--- src/rtl/wb_bcd_display_slave.sv ---
// ---------------------------------------------------------------------------
// wb_bcd_display_slave
// Wishbone slave driving a 4-digit multiplexed 7-segment display. A binary
// VALUE is converted to BCD by a serial shift-add-3 engine and committed to
// the displayed digits atomically; a prescaler steps the digit scan.
//
// Ports
//   clk_i, rst_i          clock, asynchronous active-high reset
//   addr_i, data_i        Wishbone byte address, write data
//   data_o                read data (0 whenever ack_o is low)
//   sel_i                 byte-lane selects (lanes 0 and 1 used)
//   stb_i, cyc_i, we_i    Wishbone strobe, cycle, write enable
//   ack_o                 single-cycle registered acknowledge
//   an                    active-low digit enables, an[0] = least-significant digit
//   hex_display           active-low segments, bit0 = a .. bit6 = g, bit7 = dp
//
// Register map (addr_i[3:2])
//   0 VALUE[15:0] R/W   1 CTRL[2:0] R/W (enable, blank, dp2)
//   2 STATUS RO (bit0 busy, bit1 overflow)   3 reads 0
//
// Conversion FSM
//   state    | meaning
//   S_IDLE   | no conversion in progress
//   S_LOAD   | capture VALUE into the shift register
//   S_SHIFT  | 16 shift-add-3 steps
//   S_COMMIT | copy BCD result (or 9999 on overflow) to the display
// ---------------------------------------------------------------------------
module wb_bcd_display_slave #(
    parameter int WB_DATA_WIDTH = 32,
    parameter int WB_ADDR_WIDTH = 11,
    parameter int CLK_FREQ      = 5000000,
    parameter int SCAN_FREQ     = 1000
) (
    input  logic                       clk_i,
    input  logic                       rst_i,
    input  logic [WB_ADDR_WIDTH-1:0]   addr_i,
    input  logic [WB_DATA_WIDTH-1:0]   data_i,
    output logic [WB_DATA_WIDTH-1:0]   data_o,
    input  logic [WB_DATA_WIDTH/8-1:0] sel_i,
    input  logic                       stb_i,
    input  logic                       cyc_i,
    input  logic                       we_i,
    output logic                       ack_o,
    output logic [3:0]                 an,
    output logic [7:0]                 hex_display
);

    localparam int SEL_W = WB_DATA_WIDTH / 8;
    localparam int DIV   = CLK_FREQ / SCAN_FREQ;
    localparam int PW    = (DIV > 1) ? $clog2(DIV) : 1;
    localparam logic [PW-1:0] PRESC_MAX = PW'(DIV - 1);

    typedef enum logic [1:0] {S_IDLE, S_LOAD, S_SHIFT, S_COMMIT} state_t;

    state_t      state, state_nx;
    logic [15:0] value;
    logic [2:0]  ctrl;
    logic        start_q;
    logic        busy;
    logic        overflow;
    logic [15:0] digits;
    logic [15:0] conv_val;
    logic [15:0] sh_bin;
    logic [19:0] sh_bcd;
    logic [19:0] bcd_adj;
    logic [3:0]  bit_cnt;
    logic [PW-1:0] presc;
    logic [1:0]  digit_idx;

    logic        take;
    logic [1:0]  reg_sel;
    logic [WB_DATA_WIDTH-1:0] rd_data;

    logic unused_inputs;
    assign unused_inputs = ^{data_i[WB_DATA_WIDTH-1:16], addr_i[WB_ADDR_WIDTH-1:4],
                             addr_i[1:0], sel_i[SEL_W-1:2]};

    // A request held across cycles is taken only while ack_o is low, which
    // yields one ack every two cycles for back-to-back strobes.
    assign take    = stb_i & cyc_i & ~ack_o;
    assign reg_sel = addr_i[3:2];
    assign busy    = (state != S_IDLE);

    always_comb begin
        rd_data = '0;
        case (reg_sel)
            2'd0:    rd_data[15:0] = value;
            2'd1:    rd_data[2:0]  = ctrl;
            2'd2:    rd_data[1:0]  = {overflow, busy};
            default: rd_data       = '0;
        endcase
    end

    // Bus side: ack, read data, register writes, conversion start pulse.
    always_ff @(posedge clk_i or posedge rst_i) begin
        if (rst_i) begin
            ack_o   <= 1'b0;
            data_o  <= '0;
            value   <= '0;
            ctrl    <= '0;
            start_q <= 1'b0;
        end else begin
            ack_o   <= take;
            data_o  <= '0;
            start_q <= 1'b0;
            if (take) begin
                data_o <= rd_data;
                if (we_i) begin
                    case (reg_sel)
                        2'd0: begin
                            if (sel_i[0]) value[7:0]  <= data_i[7:0];
                            if (sel_i[1]) value[15:8] <= data_i[15:8];
                            start_q <= sel_i[0] | sel_i[1];
                        end
                        2'd1: begin
                            if (sel_i[0]) ctrl <= data_i[2:0];
                        end
                        default: ;
                    endcase
                end
            end
        end
    end

    always_ff @(posedge clk_i or posedge rst_i) begin
        if (rst_i) state <= S_IDLE;
        else       state <= state_nx;
    end

    always_comb begin
        state_nx = state;
        case (state)
            S_IDLE:   state_nx = S_IDLE;
            S_LOAD:   state_nx = S_SHIFT;
            S_SHIFT:  if (bit_cnt == 4'd15) state_nx = S_COMMIT;
            S_COMMIT: state_nx = S_IDLE;
            default:  state_nx = S_IDLE;
        endcase
        // A new VALUE write always restarts from LOAD, aborting any run.
        if (start_q) state_nx = S_LOAD;
    end

    always_comb begin
        bcd_adj = '0;
        for (int i = 0; i < 5; i++) begin
            bcd_adj[i*4 +: 4] = (sh_bcd[i*4 +: 4] >= 4'd5) ? sh_bcd[i*4 +: 4] + 4'd3
                                                          : sh_bcd[i*4 +: 4];
        end
    end

    always_ff @(posedge clk_i or posedge rst_i) begin
        if (rst_i) begin
            sh_bin   <= '0;
            sh_bcd   <= '0;
            bit_cnt  <= '0;
            conv_val <= '0;
            digits   <= '0;
            overflow <= 1'b0;
        end else begin
            case (state)
                S_LOAD: begin
                    sh_bin   <= value;
                    sh_bcd   <= '0;
                    bit_cnt  <= '0;
                    conv_val <= value;
                end
                S_SHIFT: begin
                    sh_bcd  <= {bcd_adj[18:0], sh_bin[15]};
                    sh_bin  <= {sh_bin[14:0], 1'b0};
                    bit_cnt <= bit_cnt + 4'd1;
                end
                S_COMMIT: begin
                    if (conv_val > 16'd9999) begin
                        digits   <= 16'h9999;
                        overflow <= 1'b1;
                    end else begin
                        digits   <= sh_bcd[15:0];
                        overflow <= 1'b0;
                    end
                end
                default: ;
            endcase
        end
    end

    // Scan prescaler and digit index.
    always_ff @(posedge clk_i or posedge rst_i) begin
        if (rst_i) begin
            presc     <= '0;
            digit_idx <= '0;
        end else if (presc == PRESC_MAX) begin
            presc     <= '0;
            digit_idx <= digit_idx + 2'd1;
        end else begin
            presc <= presc + 1'b1;
        end
    end

    function automatic logic [6:0] seg7(input logic [3:0] d);
        case (d)
            4'd0:    seg7 = 7'h40;
            4'd1:    seg7 = 7'h79;
            4'd2:    seg7 = 7'h24;
            4'd3:    seg7 = 7'h30;
            4'd4:    seg7 = 7'h19;
            4'd5:    seg7 = 7'h12;
            4'd6:    seg7 = 7'h02;
            4'd7:    seg7 = 7'h78;
            4'd8:    seg7 = 7'h00;
            4'd9:    seg7 = 7'h10;
            default: seg7 = 7'h7F;
        endcase
    endfunction

    logic [3:0] cur_digit;
    logic       blank;
    logic [6:0] seg_nx;
    logic       dp_nx;

    always_comb begin
        cur_digit = digits[{digit_idx, 2'b00} +: 4];
        blank     = 1'b0;
        case (digit_idx)
            2'd3: blank = (digits[15:12] == 4'd0);
            2'd2: blank = (digits[15:8]  == 8'd0);
            2'd1: blank = (digits[15:4]  == 12'd0);
            default: blank = 1'b0;
        endcase
        blank  = blank & ctrl[1];
        seg_nx = blank ? 7'h7F : seg7(cur_digit);
        dp_nx  = ~(ctrl[2] && (digit_idx == 2'd2));
    end

    always_ff @(posedge clk_i or posedge rst_i) begin
        if (rst_i) begin
            an          <= 4'hF;
            hex_display <= 8'hFF;
        end else if (ctrl[0]) begin
            an          <= ~(4'b0001 << digit_idx);
            hex_display <= {dp_nx, seg_nx};
        end else begin
            an          <= 4'hF;
            hex_display <= 8'hFF;
        end
    end

endmodule

--- config.mk ---
export PLATFORM = sky130hd
export DESIGN_NAME = wb_bcd_display_slave
export DESIGN_NICKNAME = d
export VERILOG_FILES = /design/src/rtl/wb_bcd_display_slave.sv
export SDC_FILE = /design/constraint.sdc
export NUM_CORES = 1
export LEC_CHECK = 0
export BUFFER_PORTS_ARGS = -buffer_cell sky130_fd_sc_hd__buf_2
export CORE_ASPECT_RATIO = 1.75
export CORE_MARGIN = 2
export CORE_UTILIZATION = 36
export CTS_CLUSTER_SIZE = 12
export DETAILED_ROUTE_END_ITERATION = 10
export HOLD_SLACK_MARGIN = 0.08
export PLACE_DENSITY_LB_ADDON = 0.25
export SYNTH_ARGS = -nofsm -noshare
export SYNTH_HDL_FRONTEND = slang
export SYNTH_SLANG_ARGS = --single-unit
--- constraint.sdc ---
create_clock -name clk_i -period 3.5 [get_ports clk_i]
set_input_delay 0.175 -clock clk_i [delete_from_list [all_inputs] [get_ports clk_i]]
set_output_delay 0.175 -clock clk_i [all_outputs]
set_load 0.1 [all_outputs]
==> Yosys cells after proc, flatten, opt, wreduce, memory -nomap -nowiden <==
Memory sizes are Yosys's and may differ from the RTL's.
Cells that the tools add are included.
{ "word_totals": {"mem_count": 1, "rom_bits": 112, "reg_bits": 155, "wordCells": 89} }
{ "op_classes": {"n_addsub": 8, "shifts": 2, "n_bitwise": 7, "order_cmp": 6, "eq_ne": 11, "n_mux": 25, "reduce_logical": 12} }
{ "mem_list": {"columns": ["memory", "words", "word_bits", "read_ports", "rd_ports_with_merged_regs", "wr", "line_no", "text"], "rows": [
  ["(name not given)", 16, 7, 1, 0, 0, "200", "case (d)"]
]} }
{ "ops": {"columns": ["operator", "n"], "rows": [
  ["case mux 20 bit (2 select lines)", 1],
  ["two-way mux 16 bit", 2],
  ["case mux 16 bit (2 select lines)", 1],
  ["two-way mux 13 bit", 2],
  [">= comparator 4 x 3 -> 1 bit (second input constant)", 5],
  ["two-way mux 4 bit", 5],
  ["adder 4 x 2 -> 4 bit (second input constant)", 4],
  ["> comparator 16 x 14 -> 1 bit (second input constant)", 1],
  ["indexed part select 16 x 5 -> 4 bit", 1],
  ["adder 13 x 1 -> 13 bit (second input constant)", 1],
  ["== test 13 bit (second input constant)", 1],
  ["logical NOT 12 bit", 1],
  ["case mux 2 bit (3 select lines)", 2],
  ["AND reduction 4 bit", 3],
  ["== test 2 bit (second input constant)", 5],
  ["logical NOT 8 bit", 1],
  ["two-way mux 8 bit", 1],
  ["case mux 4 bit (2 select lines)", 1],
  ["two-way mux 7 bit", 1],
  ["== test 2 x 1 -> 1 bit (second input constant)", 3],
  ["adder 4 x 1 -> 4 bit (second input constant)", 1],
  ["== test 4 bit (second input constant)", 1],
  ["logical NOT 2 bit", 2],
  ["logical NOT 4 bit", 1],
  ["other kinds (16)", 24]
]} }

==> Depth between registers and ports, before layout <==
Gate-level depths: netlist of the first run.
{ "depth": {"word_depth": 5, "mapped_depth": 8} }

==> Worst setup path before layout of the first run <==
No wires, ideal clock.
{ "synth_timing": {"path_kind": "flip-flop to flip-flop", "start": "register ack_o", "end": "register value[10]", "arrival_time_ns": 2.024, "period_less_slack_ns": 2.149, "setup_time_ns": 0.125, "slack_ns": 1.351, "path_stages_with_launch": 6, "cell_sequence": "dfrtp_1 -> nand3b_1 -> nor3_2 -> and3_1 -> buf_2 -> mux2_2"} }
{ "synth_via": {"elab_chain_cells": 3} }
{ "synth_rtl": {"columns": ["item", "line_no", "text"], "rows": [
  ["start: declaration", "43", "output logic ack_o,"],
  ["start signal: assignment", "103", "ack_o <= take;"],
  ["inverter 1 bit", "80", "assign take = stb_i & cyc_i & ~ack_o;"],
  ["bitwise AND 1 bit", "80", null],
  ["AND reduction 4 bit (no line)", null, null],
  ["end signal: assignment", "112", "if (sel_i[1]) value[15:8] <= data_i[15:8];"],
  ["end: declaration", "56", "logic [15:0] value;"]
]} }
No other way between the ends.
A chain may end at the register's enable or synchronous reset.

==> Worst setup path after layout of the first run <==
{ "layout_timing": {"start": "register conv_val[6]", "end": "register digits[12]"} }
{ "layout_via": {"elab_chain_cells": 2} }
{ "layout_rtl": {"columns": ["item", "line_no", "text"], "rows": [
  ["start: declaration", "62", "logic [15:0] conv_val;"],
  ["start signal: assignment", "165", "conv_val <= value;"],
  ["> comparator 16 x 14 -> 1 bit", "173", "if (conv_val > 16'd9999) begin"],
  ["two-way mux 16 bit", "173", null],
  ["end signal: assignment", "177", "digits <= sh_bcd[15:0];"],
  ["end: declaration", "61", "logic [15:0] digits;"]
]} }
No other way between the ends.

==> flow_summary.yaml, run 1 <==
synthesis:
  ys.warnings.count: 0
  synth.area.top_cells: "dfrtp_1, mux2_2, mux2i_1"
  syn_area_um2: 6090
  netlist.area_leader.share_pct: 48.9
  synth_ff_type: "dfrtp_1"
  synth_edf_count: 0
  yosysSeqAreaShare_pct: 54.1
  ys_ff_latch: 131
  yosys.cell_types.count: 47
  syn_avg_cell_area_um2: 11.5
  yosysTopAreaCell: "dfrtp_1"
  syn_inst: 530
  async_reset_ff_share_pct: 100
route:
  vias_per_cell: 4.86
  dr.pass1.iters: 4
  ant_nets: 0
  drt-total-wl_mm: 12.1
  via_count: 4065
  drt_iter0_drc: 176
  post-route-drc-count: 0
  wl_per_cell_um: 14.5
placement:
  place.gp.congestion: 0.749
  post-dp-hpwl_mm: 8.53
  dpl_cell_area_um2: 6520
  io_buffers: 53
sta:
  fin_skew_ps: 8.09
  drv_slew: 0
  worst_slew_pin_slew_ps: 901
  setup_violations: 0
  fin_crit_sh_pct: 61.1
  hold_viol: 0
  slew_headroom_pct: 39.8
  fin_crit_ps: 2140
  fin_setup_tns_ps: 0
  fmax_mhz: 468
  rsz0062_at_grt: "false"
critical_path:
  cp_max_fo: 8
  crit_type: "register to register"
  worstPathRequired_ps: 3750
  worstPathArrival_ps: 2380
  critPathLaunchType: "register"
  cp-end-kind: "register"
clock_tree:
  cts.sinks: 131
  cts_resized: 0
  insertion_delay_ps: 410
  numCtsBuffers: 17
  clock_path_buffers: 2
  clk_pin_slew_ps: 60
  post-cts-setup-buffers: 0
  cts_tree: "built"
  root_buffer: "clkbuf_16"
  cts_hold_buf: 18
  htreeDepth: 4
layout:
  num_antenna_cells: 0
  design_area_um2: 7290
  syn_to_final_growth_pct: 19.8
  fin_nets: 675
  register_area_um2: 3290
  fill_cells: 1600
  layout-drive-gt1-share_pct: 24.5
  multi_input_area_um2: 2500
  finalCoreUtilization_pct: 44.1
status:
  run_status: "finished clean"
floorplan:
  rows: 62
  coreArea_um2: 16500
  initial_core_util_pct: 36.8
  die_area_um2: 18000
  boundaryPins: 97
  die_h_um: 176
  fp.dieW_um: 102
pwr:
  p_leak_nw: 3.30
  peakVddDrop_mv: 0.304
  power_w: 0.00483
  p_per_area_nw_per_um2: 663
flow_run:
  cap_viol_max_count: 0
global_routing:
  grt_overflow: 0
  grt_pass1_wl_mm: 20.7
  grt_max_degree: 66
  grt_pass1_vias: 4284
  antenna_found_initial: 0
  gr-usage-all-layers_pct: 14.7
hold_path:
  hold_class: "input pin to register"
[synth_stat cells (4+ instances only)]
cell      count
ha_1         24
nand2b_1      4
clkbuf_1     16
dfrtp_1     119
nand2_1      16
a21oi_1      34
o21ai_1       6
nand3_1      14
nor3_1        5
dfstp_2      12
inv_1        31
a211oi_1      4
mux2_2       38
and2_1       15
buf_4        16
nand3b_1      4
xnor2_1      11
mux2i_1      33
and3_1       10
buf_2         6
xor2_1        6
o22ai_1      11
nor4_1        4
nor2_1       28
o21ai_0      30
[path summary, 6_finish.rpt]
path	startpoint	end	slack, ps	depth (start not counted)
hold reg to reg	start_q$_DFF_PP0_	state[1]$_DFFE_PP0P_	430	1
min in group asynchronous	rst_i	digit_idx[1]$_DFFE_PP0N_	500	3
setup / recovery	conv_val[6]$_DFFE_PP0N_	digits[12]$_DFFE_PP0N_	1360	4
hold / removal	addr_i[2]	data_o[2]$_DFF_PP0_	140	3
setup reg to reg	conv_val[6]$_DFFE_PP0N_	digits[12]$_DFFE_PP0N_	1360	4
max in group asynchronous	rst_i	digits[1]$_DFFE_PP0N_	2150	4
[registers in the layout, indices dropped and copies added (netlist names), 2 cells and up]
signal	cells
an	4
bit_cnt	4
conv_val	12
ctrl	3
data_o	16
digit_idx	2
digits	16
hex_display	8
presc	13
sh_bcd	16
sh_bin	16
state	2
value	16
[per-layer routing]
layer  GRT usage (%)  share of wire [%]  routed length [um]
met4            7.06                2.9                 347
met1            16.1                 38                4610
met3            3.56                3.0                 366
met2            26.1                 56                6810
met5               0                  0                   0
[stage by stage]
| step | setup slack, ps | hold WS (ps) | std cells |
|---|---|---|---|
| 3_3_place_gp | 1380 | 405 | 786 |
| 6_report | 1360 | 143 | 836 |
| 3_5_place_dp | 1310 | 404 | 786 |
| 2_1_floorplan | 1350 | 248 | 545 |
| 4_1_cts | 1300 | 125 | 836 |
| 5_1_grt | 1200 | 152 | 836 |
[final cells by class]
| cell class | instances | share of cell area (%) |
|---|---|---|
| flip-flops and latches | 131 | 45.2 |
| repair buffers | 77 | 6.90 |
| clock inverters | 14 | 2.09 |
| multi-input cells | 341 | 34.3 |
| well taps | 224 | 3.84 |
| clock buffers | 18 | 6.02 |
| inverters | 31 | 1.65 |
[critical path, stage by stage (launching register included)]
cell and delay [ps]:
dfrtp_1 370, nor4_1 460, o21ai_1 170, a211oi_1 780, o21ai_0 180
[power by group]
part | leakage (nW) | internal (W) | total (W) | switching, W
Clock | 0.280 | 0.00107 | 0.00176 | 0.000682
Sequential | 1.71 | 0.00178 | 0.00194 | 0.000163
Combinational | 1.32 | 0.000373 | 0.00113 | 0.000760
Total | 3.30 | 0.00323 | 0.00483 | 0.00161
[cell families (layout without fill, tap and decap cells)]
group	after synthesis	count (layout)	share of synthesized area, %
compound gates	91	91	8.18
xor+xnor	17	17	2.45
fa+ha+maj	24	24	4.93
buf+inv	73	140	5.73
flops	131	131	54.1
mux	75	75	14.1
other cells	1	16	0.0616
simple gates	118	118	10.5
[cell usage in the layout, fill, tap and decap left out, types with 3 or more instances in the layout]
master,netlist,layout
a21oi_1,34,34
dfrtp_1,119,119
conb_1,1,16
nand2_1,16,16
and3_1,10,10
dlygate4sd3_1,0,18
nor3_1,5,5
and2_1,15,15
xnor2_1,11,11
dfstp_2,12,12
nand3b_1,4,4
buf_2,6,53
and4_1,3,3
nand3_1,14,14
xor2_1,6,6
nor2b_1,3,3
o21ai_0,30,30
a211oi_1,4,4
clkbuf_16,0,17
o22ai_1,11,11
buf_4,16,5
o21ai_1,6,6
inv_1,31,30
nor4_1,4,4
nand2b_1,4,4
clkinvlp_4,0,5
ha_1,24,24
mux2_2,38,38
mux2i_1,33,33
nor2_1,28,28
inv_6,0,4
(Power assumes the default switching activity.)
==> run 2, diff against run 1 <==
--- a/config.mk
+++ b/config.mk
@@ -5,6 +5,7 @@
 export SDC_FILE = /design/constraint.sdc
 export NUM_CORES = 1
 export LEC_CHECK = 0
+export ABC_AREA = 1
 export BUFFER_PORTS_ARGS = -buffer_cell sky130_fd_sc_hd__buf_2
 export CORE_ASPECT_RATIO = 1.75
 export CORE_MARGIN = 2
==> constraint.sdc (replaced) <==
create_clock -name clk_i -period 1.9 [get_ports clk_i]
set_input_delay 0.095 -clock clk_i [delete_from_list [all_inputs] [get_ports clk_i]]
set_output_delay 0.095 -clock clk_i [all_outputs]
set_load 0.1 [all_outputs]
==> flow_summary.yaml, run 2 <==
route:
  vias_per_cell: 4.59
  via_count: 4730
  drt_iter0_drc: 173
  post-route-drc-count: 0
  ant_nets: 0
  drt-total-wl_mm: 13.2
  wl_per_cell_um: 12.8
  dr.pass1.iters: 6
synthesis:
  synth_ff_type: "dfrtp_1"
  yosysSeqAreaShare_pct: 53.0
  synth.area.top_cells: "dfrtp_1, nand2_1, dfstp_2"
  ys_ff_latch: 131
  syn_area_um2: 6220
  ys.warnings.count: 0
  synth_edf_count: 0
  syn_inst: 706
  async_reset_ff_share_pct: 100
  yosys.cell_types.count: 38
  yosysTopAreaCell: "dfrtp_1"
  syn_avg_cell_area_um2: 8.81
  yosysMostFrequentCell: "nand2_1"
  netlist.area_leader.share_pct: 47.9
  yosys-top-cells-count: "nand2_1, dfrtp_1, inv_1"
clock_tree:
  cts.sinks: 131
  clk_pin_slew_ps: 60
  clock_path_buffers: 2
  post-cts-setup-buffers: 0
  numCtsBuffers: 17
  root_buffer: "clkbuf_16"
  htreeDepth: 4
  insertion_delay_ps: 420
  cts_tree: "built"
floorplan:
  die_area_um2: 18400
  die_h_um: 178
  rows: 63
  initial_core_util_pct: 36.7
  boundaryPins: 97
  fp.dieW_um: 103
  coreArea_um2: 16900
pwr:
  netSwitchingFraction_pct: 36.0
  seqPwrFrac_pct: 37.4
  internal_power_w: 0.00622
  p_leak_nw: 3.64
  p_comb_share_pct: 28.8
  p_per_area_nw_per_um2: 1290
  p_switching_w: 0.00349
  peakVddDrop_mv: 0.687
  clockPowerShare_pct: 33.7
critical_path:
  startpoint: "digit_idx[1]$_DFFE_PP0N_"
  worstPathArrival_ps: 2040
  worstReg2RegStart: "digit_idx[1]$_DFFE_PP0N_"
  critPathLaunchType: "register"
  cp-end-kind: "register"
  cp_max_fo: 10
  worstPathRequired_ps: 2230
  crit_type: "register to register"
layout:
  final_cell_mix: "nand2_1, dfrtp_1, inv_1"
  layout-drive-gt1-share_pct: 18.7
  finalCoreUtilization_pct: 44.5
  fin_nets: 867
  fill_cells: 1691
  syn_to_final_growth_pct: 21.3
  final_common_cell: "nand2_1"
  num_antenna_cells: 0
placement:
  io_buffers: 53
  post-place-ws_ps: 96.9
  place.gp.congestion: 0.876
  post-dp-hpwl_mm: 9.38
sta:
  rsz0062_at_grt: "false"
  fin_crit_sh_pct: 89.9
  drv_slew: 0
  worst_slew_pin_slew_ps: 526
  setup_violations: 0
  slew_headroom_pct: 64.7
  fin_crit_ps: 1710
  setup_ws_ps: 193
  hold_viol: 0
  fin_skew_ps: 8.76
  fmax_mhz: 586
  fin_setup_tns_ps: 0
global_routing:
  gr-usage-all-layers_pct: 16.1
  grt_max_degree: 69
  grt_pass1_vias: 4833
  antenna_found_initial: 0
  grt_pass1_wl_mm: 22.9
  grt_overflow: 0
status:
  run_status: "finished clean"
hold_path:
  hold_class: "input pin to register"
  hold_start: "addr_i[2]"
flow_run:
  cap_viol_max_count: 0
[run 2: cell count changes after synthesis, sizes merged, moves of 26 or more]
cell,before,now
nand3,14,52
mux2,38,0
inv,31,95
mux2i,33,0
o21ai,36,62
nand2,16,159
nor2,28,69
[run 2: worst paths after layout]
path,cells past startpoint,slack (ps),endpoint
max,8,190,hex_display[5]$_DFF_PP1_
min,6,100,data_o[1]$_DFF_PP0_
max reg2reg,8,190,hex_display[5]$_DFF_PP1_
min reg2reg,1,470,hex_display[7]$_DFF_PP1_
max in group asynchronous,4,1190,hex_display[0]$_DFF_PP1_
min in group asynchronous,4,350,data_o[12]$_DFF_PP0_
[run 2: worst max-delay path, stage by stage, from the launching register on]
cell and delay, ps:
dfrtp_1 480, inv_2 220, nand3_1 110, nand2_1 200, inv_2 70, ha_1 190, nand3b_1 170, nand3_1 100
nand3_1 80
[run 2: power by group through the flow]
stage	Clock [W]	Combinational, W	Sequential (W)
finish	0.00328	0.00280	0.00364
global route	0.00351	0.00315	0.00371
CTS	0.00336	0.00283	0.00364
detailed placement	0	0.00279	0.00369
global placement	0	0.00273	0.00368
floorplan	0	0.00181	0.00396
[run 2: kinds of logic (layout without fill, tap and decap cells)]
| family | count (synthesis) | in the layout | synth area share (%) |
|---|---|---|---|
| flip-flops | 131 | 131 | 53.0 |
| AO/OA/AOI/OAI | 115 | 115 | 11.0 |
| other | 1 | 16 | 0.0603 |
| buffers and inverters | 131 | 214 | 9.30 |
| XOR/XNOR | 6 | 6 | 0.845 |
| adder cells (fa/ha/maj) | 24 | 24 | 4.83 |
| AND/OR/NAND/NOR | 298 | 298 | 21.0 |
[run 2: what timing repair did]
action | 4_1_cts | 5_1_grt
endpoints found under the hold margin | 141 | 0
endpoints found under the setup margin | 0 | 6
hold buffers | 20 | 0
resized for setup | 0 | 2
[run 2: cell type report]
class | count | area (um2) | share of cell area [%]
clock inverter | 12 | 148 | 1.96
multi-input combinational | 459 | 2400 | 31.9
sequential | 131 | 3290 | 43.7
inverter | 97 | 368 | 4.88
timing repair buffer | 85 | 597 | 7.92
clock buffer | 20 | 447 | 5.93
tap | 227 | 284 | 3.77
[run 2: stage by stage]
step	total power, W	cells	cell area [um2]	hold WS, ps
finish	0.00972	1031	7540	104
global route	0.0104	1031	7540	124
CTS	0.00983	1031	7530	85.8
global placement	0.00641	979	6740	266
detailed placement	0.00647	979	6740	264
floorplan	0.00577	721	6280	245
[run 2: layer usage]
| layer | vias to the layer above | track usage [%] | share of wire [%] |
|---|---|---|---|
| li1 | 2405 | - | - |
| met1 | 2229 | 18.3 | 41 |
| met2 | 84 | 28.3 | 55 |
| met3 | 12 | 3.94 | 3.1 |
| met4 | 0 | 6.25 | 1.3 |
| met5 | - | 0 | 0 |
